==> config.mk <==
export PLATFORM = sky130hd
export DESIGN_NAME = alu_arbiter
export DESIGN_NICKNAME = d
export VERILOG_FILES = /design/src/rtl/alu_arbiter.sv
export SDC_FILE = /design/constraint.sdc
export NUM_CORES = 1
export LEC_CHECK = 0
export CORE_AREA = 4 4 126 128
export DETAILED_ROUTE_END_ITERATION = 10
export DIE_AREA = 0 0 130 132
export DONT_BUFFER_PORTS = 1
export GPL_ROUTABILITY_DRIVEN = 0
export GPL_TIMING_DRIVEN = 0
export SLEW_MARGIN = 25
export SYNTH_ARGS = -nofsm -noshare
export SYNTH_HDL_FRONTEND = slang
export SYNTH_SLANG_ARGS = --single-unit
==> constraint.sdc <==
create_clock -name clock -period 2 [get_ports clock]
set_input_delay 0.3 -clock clock [delete_from_list [all_inputs] [get_ports clock]]
set_output_delay 0.3 -clock clock [all_outputs]
set_load 0.1 [all_outputs]
==> src/rtl/alu_arbiter.sv <==
// Round-robin arbiter sharing one combinational ALU between two requesters.
// Operands are registered, held for ALU_LATENCY cycles, and the result is returned as a one-cycle pulse.
module alu_arbiter #(
    parameter int unsigned DATA_WIDTH  = 32,
    parameter int unsigned ALU_LATENCY = 1
) (
    input  logic                  clock,
    input  logic                  reset_n,

    input  logic                  req0_valid,
    output logic                  req0_ready,
    input  logic [2:0]            req0_funct3,
    input  logic [6:0]            req0_funct7,
    input  logic [DATA_WIDTH-1:0] req0_data_1,
    input  logic [DATA_WIDTH-1:0] req0_data_2,
    output logic                  resp0_valid,
    output logic [DATA_WIDTH-1:0] resp0_data,

    input  logic                  req1_valid,
    output logic                  req1_ready,
    input  logic [2:0]            req1_funct3,
    input  logic [6:0]            req1_funct7,
    input  logic [DATA_WIDTH-1:0] req1_data_1,
    input  logic [DATA_WIDTH-1:0] req1_data_2,
    output logic                  resp1_valid,
    output logic [DATA_WIDTH-1:0] resp1_data,

    output logic                  alu_enable,
    output logic [2:0]            alu_funct3,
    output logic [6:0]            alu_funct7,
    output logic [DATA_WIDTH-1:0] alu_data_1,
    output logic [DATA_WIDTH-1:0] alu_data_2,
    input  logic [DATA_WIDTH-1:0] alu_data_out,

    output logic                  busy
);

    typedef enum logic [1:0] {
        IDLE,
        EXEC,
        DONE
    } state_t;

    localparam logic [3:0] CNT_LOAD = 4'(ALU_LATENCY - 1);

    state_t     state;
    state_t     state_next;
    logic       ptr;
    logic       owner;
    logic [3:0] cnt;
    logic       grant0;
    logic       grant1;
    logic       fire;

    // ptr = 0 favours requester 0 when both are valid
    always_comb begin
        grant0     = req0_valid && (!req1_valid || !ptr);
        grant1     = req1_valid && (!req0_valid ||  ptr);
        // ready is gated by reset so it reads 0 while reset is asserted
        req0_ready = reset_n && (state == IDLE) && grant0;
        req1_ready = reset_n && (state == IDLE) && grant1;
        fire       = req0_ready || req1_ready;

        alu_enable  = (state == EXEC);
        busy        = (state != IDLE);
        resp0_valid = (state == DONE) && !owner;
        resp1_valid = (state == DONE) &&  owner;

        state_next = state;
        case (state)
            IDLE:    if (fire) state_next = EXEC;
            EXEC:    if (cnt == '0) state_next = DONE;
            DONE:    state_next = IDLE;
            default: state_next = IDLE;
        endcase
    end

    always_ff @(posedge clock or negedge reset_n) begin
        if (!reset_n) begin
            state      <= IDLE;
            ptr        <= 1'b0;
            owner      <= 1'b0;
            cnt        <= '0;
            alu_funct3 <= '0;
            alu_funct7 <= '0;
            alu_data_1 <= '0;
            alu_data_2 <= '0;
            resp0_data <= '0;
            resp1_data <= '0;
        end else begin
            state <= state_next;
            if (fire) begin
                owner      <= req1_ready;
                ptr        <= !req1_ready;
                cnt        <= CNT_LOAD;
                alu_funct3 <= req1_ready ? req1_funct3 : req0_funct3;
                alu_funct7 <= req1_ready ? req1_funct7 : req0_funct7;
                alu_data_1 <= req1_ready ? req1_data_1 : req0_data_1;
                alu_data_2 <= req1_ready ? req1_data_2 : req0_data_2;
            end
            if (state == EXEC) begin
                if (cnt == '0) begin
                    if (owner) resp1_data <= alu_data_out;
                    else       resp0_data <= alu_data_out;
                end else begin
                    cnt <= cnt - 1'b1;
                end
            end
        end
    end

endmodule

# [Word-level counts from Yosys, hierarchy flattened]
# Cells that the tools add are included.
[totals] wordCells=47 in_bits=184 output_inout_bits=144 reg_bits=146
[classes] bitwise_logic=1 n_eq_ne=4 addsub=1 n_reduce_logical=21 mux=10
[op_table] op="2-to-1 mux 32 bit" count=2
[op_table] op="2-to-1 mux 4 bit" count=3
[op_table] op="logical AND 1 bit" count=7
[op_table] op="2-to-1 mux 7 bit" count=1
[op_table] op="AND reduction 3 bit" count=2
[op_table] op="zero test 1 bit" count=5
[op_table] op="zero test 4 bit" count=1
[op_table] op="2-to-1 mux 2 bit" count=2
[op_table] op="case mux 2 bit (2 select lines)" count=1
[op_table] op="subtractor 4 x 1 -> 4 bit (second input constant)" count=1
[op_table] op="logical OR 1 bit" count=3
[op_table] op="2-to-1 mux 3 bit" count=1
[op_table] op="== test 2 x 1 -> 1 bit (second input constant)" count=1
[op_table] op="== test 2 bit (second input constant)" count=1
[op_table] op="zero test 2 bit" count=1
[op_table] op="inequality test 2 x 1 -> 1 bit (second input constant)" count=1
[op_table] op="inequality test 2 bit (second input constant)" count=1
[op_table] op="AND reduction 2 bit" count=1
[op_table] op="nonzero test 2 bit" count=1
[op_table] op="inverter 1 bit" count=1

# [Longest topological paths before layout]
[logic_depth] depth_word=8 depth_mapped=6 ltp_nobuf=5

# [Worst setup path before layout]
# OpenSTA, ideal clock, no wires.
[synth_path] path_type="reg-to-output" from="reg owner" to="out resp0_valid" path_buffers=0 arrival_ps=2654 slack_ps=-954 required_time_ps=1700 stages_incl_launch_ff=2 cell_sequence="dfrtp_1 > nor3b_1"
[synth_between] elab_chain_len=2
[synth_rtl] item="from (decl)" line="49" text="logic owner;"
[synth_rtl] item="from (signal assigned)" line="93" text="owner <= req1_ready;"
[synth_rtl] item="zero test 1 bit" line="66" text="resp0_valid = (state == DONE) && !owner;"
[synth_rtl] item="logical AND 1 bit" line="66"
[synth_rtl] item="to (decl)" line="16" text="output logic resp0_valid,"
# No other way between the ends.

# [Worst setup path after layout]
[layout_path] from="reg state[1]" to="out resp0_valid"
[layout_between] elab_chain_len=2
[layout_rtl] item="from (decl)" line="46" text="state_t state;"
[layout_rtl] item="from (signal assigned)" line="91" text="state <= state_next;"
[layout_rtl] item="== test 2 bit" line="66"
[layout_rtl] item="logical AND 1 bit" line="66"
# No other way between the ends.

==> impl_metrics.ini <==
[sta]
fin_crit_sh = 1.05
maxSlewHeadroom = 0.277
drv_slew = 0
whs_ns = -0.431
skew_ns = 0.0138
setup_ws_ns = -0.109
setup_viol = 30
period_needed_ns = 2.11
hold_viol_final = 146
timing.fmax_mhz = 474
rsz0062_at_grt = yes
tightest_slew_ns = 1.08

[yosys]
synth.yosys.warnings = 0
ys_seq_area_frac = 0.594
synth_cells = 434
yosysUniqueCellTypes = 35
syn_nets = 619
syn_avg_cell_area_um2 = 14.2
ys_ff_latch = 146
syn-cell-area_mm2 = 0.00615

[floorplan]
die_y_um = 132
initial_utilization = 0.414
coreArea_mm2 = 0.0149
rows = 45
dieArea_mm2 = 0.0172
design.portCount = 328
die_w_um = 130

[setup_path]
reg2reg_from = state[0]
cp.required_ns = 1.70
reg2reg_to = resp1_data[9]
start_kind = flip-flop
cp_max_fo = 3
crit_path_end = resp0_valid
crit_start = state[1]
critPathArrivalTime_ns = 1.81
cp-end-kind = output port
reg2reg_slack_ns = -0.09
crit_type = flip-flop to output port
rr_worst_depth = 6

[cts]
cts_buffers = 17
clk_pin_slew_ns = 0.06
clk_latency_ns = 0.42
htreeDepth = 4
clkSinkCount = 146
clockBufferDepth = 2
clock-root-buffer = clkbuf_16
cts_tree = built

[cells_and_area]
antenna_cells = 0
final_common_cell = dfrtp_1
drive_gt1_frac = 0.329
final_core_util = 0.507
multiInputGateArea_mm2 = 0.00242
regArea_mm2 = 0.00366
finalInstanceArea_mm2 = 0.00754
area_growth_pct = 22.6
final_cell_mix = dfrtp_1 (143), a21boi_0 (74), a221o_1 (74), mux2_4 (32), mux2_2 (30)
nFillCells = 1283
nets = 655

[place]
dpl-instance-area_mm2 = 0.00640
portBuffers = 0
dp.final_hpwl_um = 13300

[grt]
grt_pass1_vias = 4506
grt_pass1_wl_um = 27400
track_usage = 0.210
overflow = 0
antenna_found_initial = 0
grt_max_degree = 148

[detailed_routing]
wl_per_cell_um = 27.7
wl_um = 18600
drc = 0
first_pass_iters = 4
ant_nets = 0
post_drt_via_cell_ratio = 6.15
drt_iter0_markers = 216
vias = 4128

[outcome]
violations = negative hold slack, negative setup slack
status = finished with violations

[min_path]
hold_class = input pin to async pin

[flow_run]
maxCapViolations = 0
[logic make-up (layout without fill, tap and decap cells)]
logic type / Yosys count / after routing / synth area share
adders and majority gates: 1 / 1 / 0.00203
AOI/OAI and AO/OA: 158 / 158 / 0.222
DFF: 146 / 146 / 0.594
buffers and inverters: 44 / 93 / 0.0395
and+or+nand+nor: 21 / 21 / 0.0252
muxes: 64 / 64 / 0.117
[stage by stage]
step           cells  worst slack [ns]  hold WS [ns]  setup TNS, ns
2_1_floorplan    434           -0.0321       0.00441         -0.962
3_3_place_gp     622            -0.409       0.00795         -23.86
3_5_place_dp     622            -0.443       0.00792         -30.47
6_report         671            -0.109        -0.431          -1.85
5_1_grt          671            -0.155        -0.445          -3.80
4_1_cts          670            -0.156        -0.445          -3.48
[repair_timing]
item	in CTS	in global routing
pin swaps	6	5
setup endpoints to repair	146	95
hold endpoints to repair	146	146
buffers inserted	13	0
cloned	3	2
resized for setup	58	32
[critical path, stage by stage (launching register included)]
cell and delay, ns:
dfrtp_2 0.40, buf_6 0.11, nor3b_4 0.87
[synth_stat cells (all sizes together)]
master  instances  area [um^2]
dfrtp         146         3650
nand3           2         15.0
a211o           1         8.76
o21a            1         7.51
and3b           1         8.76
a31oi           1         6.26
inv             4         15.0
ha              1         12.5
a22o            1         8.76
nand2           1         3.75
a221o          74          741
clkbuf         12         45.0
nor3            1         16.3
o32ai           1         8.76
nand2b          3         21.3
a21oi           2         10.0
or3             1         6.26
nor2            2         7.51
a21boi         74          556
nor3b           3         27.5
a31o            1         8.76
o21bai          1         7.51
nor4            1         6.26
and3            3         18.8
mux2           64          721
or3b            1         11.3
or2             2         12.5
buf            28          183
o21ai           1         5.00
[layout make-up]
class                      count  area share
tap                          188      0.0312
buffer                        40      0.0458
sequential                   146       0.485
clock buffer                  17      0.0564
clock inverter                15      0.0270
timing repair buffer          17      0.0312
inverter                       4     0.00249
multi-input combinational    244       0.321
[per-layer routing]
metal / routed length [um] / vias up / track usage
met5: 0 / - / 0
met1: 6800 / 2107 / 0.244
met3: 2120 / 10 / 0.0879
met4: 146 / 0 / 0.0548
li1: - / 1757 / -
met2: 9500 / 254 / 0.356
[sequential cells by signal, summed over array words and instances (netlist names)]
signal,flops
alu_funct3,3
owner,1
alu_data_2,32
ptr,1
alu_data_1,32
resp1_data,32
state,2
alu_funct7,7
resp0_data,32
cnt,4
[worst min-delay path by stage]
stage / startpoint / endpoint / slack [ns] / cells after the start
after global routing: reset_n / resp0_data[10] / -0.44 / 0
after detailed placement: reset_n / resp0_data[3] / 0.008 / 0
after global placement: reset_n / resp0_data[3] / 0.008 / 0
after floorplan: reset_n / alu_data_1[0] / 0.004 / 0
after CTS: reset_n / resp0_data[10] / -0.44 / 0
final: reset_n / resp0_data[3] / -0.43 / 0
Power is left out: the tool's default activity adds up to more than one toggle a clock period on the data nets, which glitch-free logic cannot reach.
